`src/rtl/calc_entry_sequencer.sv`:
```
// Operand/opcode entry sequencer for the 4-bit calculator front end.
// Optional CALC_ACCUMULATE_EN: SHOW press chains the result into A.
module calc_entry_sequencer #(
  parameter int DEBOUNCE_CYCLES = 500000
) (
  input  logic       CLOCK_50,
  input  logic       RESET_N,
  input  logic       KEY_ENTER,
  input  logic [3:0] SW_DATA,
  input  logic [2:0] SW_OP,
  output logic [3:0] A,
  output logic [3:0] B,
  output logic [2:0] OP,
  output logic       req_valid,
  input  logic       req_ready,
  input  logic       res_valid,
  input  logic [3:0] R_in,
  input  logic       ovf_in,
  output logic [3:0] R,
  output logic       ovf,
  output logic [2:0] stage
);

  localparam int CNT_W = $clog2(DEBOUNCE_CYCLES + 1);
  localparam logic [CNT_W-1:0] CNT_MAX = CNT_W'(DEBOUNCE_CYCLES);
  localparam logic [CNT_W-1:0] CNT_PRE = CNT_W'(DEBOUNCE_CYCLES - 1);

  typedef enum logic [2:0] {
    GET_A  = 3'd0,
    GET_B  = 3'd1,
    GET_OP = 3'd2,
    ISSUE  = 3'd3,
    WAIT   = 3'd4,
    SHOW   = 3'd5
  } state_e;

  logic             key_s1_q;
  logic             key_s2_q;
  logic [CNT_W-1:0] cnt_q;
  logic [CNT_W-1:0] cnt_d;
  logic             press_q;
  logic             press_d;
  state_e           state_q;
  logic [3:0]       a_q;
  logic [3:0]       b_q;
  logic [2:0]       op_q;
  logic [3:0]       r_q;
  logic             ovf_q;
  logic             req_valid_q;

  // Two-flop synchronizer; idles released (high)
  always_ff @(posedge CLOCK_50 or negedge RESET_N) begin
    if (!RESET_N) begin
      key_s1_q <= 1'b1;
      key_s2_q <= 1'b1;
    end else begin
      key_s1_q <= KEY_ENTER;
      key_s2_q <= key_s1_q;
    end
  end

  // Debounce counter next state; press fires on the step into saturation
  always_comb begin
    cnt_d   = cnt_q;
    press_d = 1'b0;
    if (key_s2_q) begin
      cnt_d = '0;
    end else if (cnt_q != CNT_MAX) begin
      cnt_d   = cnt_q + 1'b1;
      press_d = (cnt_q == CNT_PRE);
    end
  end

  // Debounce state and single-cycle press pulse
  always_ff @(posedge CLOCK_50 or negedge RESET_N) begin
    if (!RESET_N) begin
      cnt_q   <= '0;
      press_q <= 1'b0;
    end else begin
      cnt_q   <= cnt_d;
      press_q <= press_d;
    end
  end

  // Entry FSM with registered operands, request and result
  always_ff @(posedge CLOCK_50 or negedge RESET_N) begin
    if (!RESET_N) begin
      state_q     <= GET_A;
      a_q         <= 4'd0;
      b_q         <= 4'd0;
      op_q        <= 3'd0;
      r_q         <= 4'd0;
      ovf_q       <= 1'b0;
      req_valid_q <= 1'b0;
    end else begin
      case (state_q)
        GET_A: if (press_q) begin
          a_q     <= SW_DATA;
          state_q <= GET_B;
        end
        GET_B: if (press_q) begin
          b_q     <= SW_DATA;
          state_q <= GET_OP;
        end
        GET_OP: if (press_q) begin
          op_q        <= SW_OP;
          req_valid_q <= 1'b1;
          state_q     <= ISSUE;
        end
        ISSUE: begin
          if (req_valid_q && req_ready) begin
            req_valid_q <= 1'b0;
            state_q     <= WAIT;
          end else begin
            req_valid_q <= 1'b1;
          end
        end
        WAIT: if (res_valid) begin
          r_q     <= R_in;
          ovf_q   <= ovf_in;
          state_q <= SHOW;
        end
        SHOW: if (press_q) begin
`ifdef CALC_ACCUMULATE_EN
          if (ovf_q) begin
            state_q <= GET_A;
          end else begin
            a_q     <= r_q;
            state_q <= GET_B;
          end
`else
          state_q <= GET_A;
`endif
        end
        default: begin
          req_valid_q <= 1'b0;
          state_q     <= GET_A;
        end
      endcase
    end
  end

  assign A         = a_q;
  assign B         = b_q;
  assign OP        = op_q;
  assign R         = r_q;
  assign ovf       = ovf_q;
  assign req_valid = req_valid_q;
  assign stage     = state_q;

endmodule

```
`config.mk`:
```
export PLATFORM = sky130hd
export DESIGN_NAME = calc_entry_sequencer
export DESIGN_NICKNAME = d
export VERILOG_FILES = /design/src/rtl/calc_entry_sequencer.sv
export SDC_FILE = /design/constraint.sdc
export NUM_CORES = 1
export LEC_CHECK = 0
export ABC_AREA = 1
export BUFFER_PORTS_ARGS = -buffer_cell sky130_fd_sc_hd__buf_2
export CORE_ASPECT_RATIO = 0.6
export CORE_MARGIN = 2
export CORE_UTILIZATION = 55
export DETAILED_ROUTE_END_ITERATION = 7
export GPL_TIMING_DRIVEN = 0
export MAX_ROUTING_LAYER = met4
export PLACE_DENSITY = 0.76
export SYNTH_ARGS = -nofsm -noshare
export SYNTH_HDL_FRONTEND = slang
export SYNTH_SLANG_ARGS = --single-unit
```
`constraint.sdc`:
```
create_clock -name CLOCK_50 -period 1.8 [get_ports CLOCK_50]
set_input_delay 0.18 -clock CLOCK_50 [delete_from_list [all_inputs] [get_ports CLOCK_50]]
set_output_delay 0.18 -clock CLOCK_50 [all_outputs]
set_load 0.005 [all_outputs]
```
# Word-level counts from Yosys, hierarchy flattened
# Cells that the tools add are included.
word_totals:
  elab_cells: 50
  register_bits: 42
op_classes:
  reduce_logical: 10
  add_sub_neg: 1
  bitwise_logic: 1
  eq_ne: 13
  mux: 14
ops:
  columns: ["operator", "count"]
  rows:
  - ["$mux 19", 2]
  - ["$add 19x1->19 const B", 1]
  - ["$eq 19x19->1 const B", 1]
  - ["$ne 19x19->1 const B", 1]
  - ["$mux 3", 6]
  - ["$pmux 3 s6", 1]
  - ["$ne 2x2->1 const B", 6]
  - ["$reduce_and 2->1", 5]
  - ["$eq 3x2->1 const B", 2]
  - ["$eq 3x3->1 const B", 2]
  - ["$reduce_and 6->1", 1]
  - ["$mux 1", 4]
  - ["$reduce_or 4->1", 1]
  - ["$eq 3x1->1 const B", 1]
  - ["$logic_not 3->1", 1]
  - ["$pmux 1 s3", 1]
  - ["$reduce_bool 2->1", 1]
  - ["$logic_and 1x1->1", 1]
  - ["$not 1->1", 1]

# Logic depth before layout (Yosys ltp)
logic_depth:
  depth_word: 4
  mapped_depth: 9
  ltp_nobuf: 9

# Worst setup path before layout
# Ideal clock, no wire load.
synth_timing:
  kind: "reg-to-reg"
  start: "register cnt_q[0]"
  end: "register cnt_q[16]"
  synth_period_minus_slack_ns: 1.236
  stages_incl_launch_ff: 9
  setup_slack_ns: 0.564
  n_path_buf: 0
  t_arrival_ns: 1.119
  path_cell_list: "dfrtp_1 > ha_1 > inv_1 > nor2_4 > nand2_2 > nor2_4 > nand3_1 > nand2_1 > nor2_1"
synth_between:
  elab_chain_cells: 3
synth_rtl:
  columns: ["item", "line", "rtl"]
  rows:
  - ["start: declaration", "39", "logic [CNT_W-1:0] cnt_q;"]
  - ["start signal: assignment", "80", "cnt_q <= cnt_d;"]
  - ["$add 19x1->19", "69", "cnt_d = cnt_q + 1'b1;"]
  - ["$mux 19", "68", "end else if (cnt_q != CNT_MAX) begin"]
  - ["$mux 19", "66", "if (key_s2_q) begin"]
# Parallel ways exist; a longest one is shown, timed or not. The select of a mux whose other input is x is not followed.
# A chain may end at the register's enable or synchronous reset.

# Final worst setup path
layout_timing:
  start: "register cnt_q[0]"
  end: "register cnt_q[1]"
# The elaborated chain is that of the path after synthesis.

==> out/qor_table.md <==
| Item | Reported | Unit |
|:---|:---|:---|
| Total number of yosys warnings | 0 | - |
| Total of flip-flops plus latches after synthesis | 42 | - |
| Number of iterations in the first detailed-routing pass | 5 | - |
| Highest net fanout along the worst path | 5 | - |
| Maximum clock frequency | 0.7093 | GHz |
| Final number of max-transition violations | 0 | - |
| Worst-skew pair later-pin latency | 0.29 | ns |
| Clock Path Buffers | 2 | - |
| Routed wire length | 4551 | um |
| Mapped cell area | 0.002190 | mm2 |
| Max H-tree Level | 2 | - |
| Count leader, synth | nand2_1 | - |
| Leakage component of the power | 1.234 | nW |
| Number of fillers in the final layout | 305 | - |
| Routed wire length per instance | 12.82 | um |
| Number of synthesized flops with an enable pin | 0 | - |
| TritonCTS clock tree | built | - |
| Number of endpoints with negative hold slack in the final report | 0 | - |
| Share of the core filled with cells | 0.6735 | - |
| Area share of the largest cell type after synthesis | 0.4571 | - |
| Largest cells by area after synthesis | dfrtp_1 46%, nand2_1 11%, nor2_1 6.3% | - |
| Overall overflow remaining after global route | 0 | - |
| Critical Path Slowest Stage Cell | dfrtp_1 | - |
| Dominant synthesized flop cell | dfrtp_1 | - |
| Total die area | 0.004518 | mm2 |
| RSZ-0062 raised after global routing | false | - |
| Resized Gates After CTS | 0 | - |
| CP Launch Type | flip-flop | - |
| Final clock period utilization by the worst path | 0.7833 | - |
| Largest vdd supply drop | 0.4491 | mV |
| Count of port buffers added during placement | 36 | - |
| Arrival time worst endpoint | 1.60 | ns |
| Count of inserted antenna diode cells | 0 | - |
| Status | complete, no violations | - |
| Initial core utilization | 0.5849 | - |
| Number of standard-cell rows in the floorplan | 17 | - |
| Portion of the post-synthesis area used by sequential elements | 0.4811 | - |
| Average cell area after synthesis | 8.325 | um2 |
| Remaining antenna violation count | 0 | - |
| Crit path max-delay family | simple AND/OR/NAND/NOR gates | - |
| Setup Buffers After CTS | 0 | - |
| Max-Cap Viols | 0 | - |
| GP Congestion | 0.8942 | - |
| Area growth, synth to finish | 15.14 | % |
| Measured slew at the worst slew-check pin | 0.9000 | ns |
| Setup Viol. Count Final | 0 | - |
| Buffer type at the clock tree root | clkbuf_8 | - |
| Aggregate negative setup slack | 0 | ns |
| Number of buffers created by CTS | 5 | - |
| Final worst path period need | 1.410 | ns |
| Overall fraction of global-route tracks in use | 0.2289 | - |
| Cts-stage hold buffer count | 1 | - |
| Net count of the finished layout | 327 | - |
| Max_slew headroom | 0.4000 | - |
| Top-level I/O count | 37 | - |
| Post-Layout Inst Area | 0.002521 | mm2 |
| Kind of critical path | flip-flop to flip-flop | - |
| CTS clock-pin slew for the worst setup and hold paths | 0.08 | ns |
| Areal power density over the cells | 650.8 | mW/mm2 |
| Most numerous cell types in the synthesized netlist | 64 x nand2_1, 40 x dfrtp_1, 37 x nor2_1, 32 x inv_1, 17 x nand3_1 | - |
| HP Class | input port to asynchronous set/reset pin | - |
| Initial antenna violation count | 0 | - |
| Critical Path Max Stage Delay | 0.44 | ns |
| Pin count of the biggest net entering global routing | 43 | - |
| Dpl cell area | 0.002429 | mm2 |
| DR DRC count | 0 | - |
| Total power draw | 1.641 | mW |
| Share of flip-flops with an asynchronous set or reset | 1.000 | - |
| DIE WIDTH | 85.46 | um |
| Cell chain of the critical path | inv_1 -> ha_1 -> inv_1 -> nor2_1 -> nand2_1 -> nor2_1 -> nand3_1 -> nand3_1 -> nand2_1 | - |
| 1st-iter DRT viols | 137 | - |
| Worst setup skew after layout | 0.005454 | ns |
| Number of vias after detailed routing | 1865 | - |
| Synthesized netlist net count | 283 | - |
| Critical Path Sink Type | flip-flop | - |
| Worst endpoint required time | 1.99 | ns |
| Vias in the first global route | 1543 | - |
| Via-to-Cell Ratio | 5.254 | - |
| Post-synthesis instance total | 263 | - |
| Number of distinct standard cells referenced by the synthesized netlist | 28 | - |
| Share of cells above drive strength 1 | 0.2240 | - |
| Die H | 52.88 | um |
| Final HPWL DP | 3432 | um |
| Core Region | 0.003744 | mm2 |
| Wire length of the first global-routing pass | 7479 | um |
| CTS sink count | 42 | - |
| Layout Cells excl Fill | 355 | - |
| Placed insts | 346 | - |
| Sum of buffers and inverters on the critical path | 2 | - |
| Synth area leader | dfrtp_1 | - |
[flip-flops by register name, indices dropped and copies added, names as in the netlist]
signal / count
cnt_q: 19
A: 4
B: 4
R: 4
OP: 3
stage: 3
key_s1_q: 1
key_s2_q: 1
ovf: 1
press_q: 1
req_valid: 1
[metrics by stage]
| stage | hold slack, ns | worst slack (ns) |
|---|---|---|
| after floorplan | -0.1156 | 0.5638 |
| after global placement | 0.2888 | 0.4493 |
| after detailed placement | 0.2866 | 0.4127 |
| after CTS | 0.04968 | 0.4002 |
| after global routing | 0.08886 | 0.2235 |
| final | 0.008128 | 0.3901 |
[worst register-to-register path, cell delays in order, from the launching register on]
cell and delay [ns]:
dfrtp_1 0.44, inv_1 0.11, ha_1 0.17, inv_1 0.04, nor2_1 0.08, nand2_1 0.05
nor2_1 0.09, nand3_1 0.16, nand3_1 0.12, nand2_1 0.05
[power breakdown]
part / switching [mW] / total (mW) / leakage (nW) / internal (mW)
Clock: 0.318 / 0.587 / 0.0450 / 0.269
Sequential: 0.0139 / 0.970 / 0.529 / 0.956
Combinational: 0.0505 / 0.0846 / 0.661 / 0.0341
Total: 0.382 / 1.64 / 1.23 / 1.26
[cell usage in the layout (no fill, tap or decap), types with 4 or more instances in the layout]
| cell | synthesis | final |
|---|---|---|
| a21oi_1 | 7 | 7 |
| buf_2 | 1 | 37 |
| clkbuf_8 | 1 | 6 |
| dfrtp_1 | 40 | 40 |
| inv_1 | 32 | 32 |
| mux2_4 | 5 | 5 |
| nand2_1 | 64 | 64 |
| nand3_1 | 17 | 17 |
| nand4_1 | 8 | 8 |
| nor2_1 | 37 | 37 |
| nor2_4 | 7 | 7 |
| nor3_1 | 4 | 4 |
| o21ai_1 | 12 | 12 |
[kinds of logic (layout without fill, tap and decap cells)]
group                    after synthesis  after routing  share of synthesized area
AO/OA/AOI/OAI                         25             25                    0.06057
adder cells (fa/ha/maj)                3              3                    0.01714
XOR/XNOR                               2              2                   0.008001
AND/OR/NAND/NOR                      146            146                     0.3149
buffers and inverters                 37             82                    0.06857
flip-flops                            42             42                     0.4811
multiplexers                           8              8                    0.04971
[layout make-up]
cell class | count | area [um2] | area share
flip-flops and latches | 42 | 1054 | 0.4179
plain buffers | 2 | 18.77 | 0.007444
clock buffers | 6 | 72.57 | 0.02878
repair buffers | 37 | 190.2 | 0.07543
inverters | 35 | 131.4 | 0.05211
clock inverters | 2 | 10.01 | 0.003970
multi-input cells | 184 | 985.9 | 0.3911
well taps | 47 | 58.81 | 0.02333
[final timing paths]
kind                       startpoint   endpoint  slack, ns  cells after the start
max                          cnt_q[0]   cnt_q[1]       0.39                      9
min                           RESET_N  cnt_q[17]      0.008                      1
min reg2reg                  key_s1_q   key_s2_q       0.36                      0
max reg2reg                  cnt_q[0]   cnt_q[1]       0.39                      9
max in group asynchronous     RESET_N       A[1]       1.23                      1
min in group CLOCK_50        SW_OP[2]      OP[2]       0.09                      2
[per-layer routing]
metal | vias up | track usage | share of wire
met1 | 859 | 0.3357 | 0.51
met4 | 0 | 0.08730 | 0.0088
li1 | 929 | - | -
met3 | 4 | 0.05772 | 0.083
met2 | 73 | 0.3034 | 0.40
met5 | - | - | 0
No activity file was read; power rests on OpenSTA's default activity.
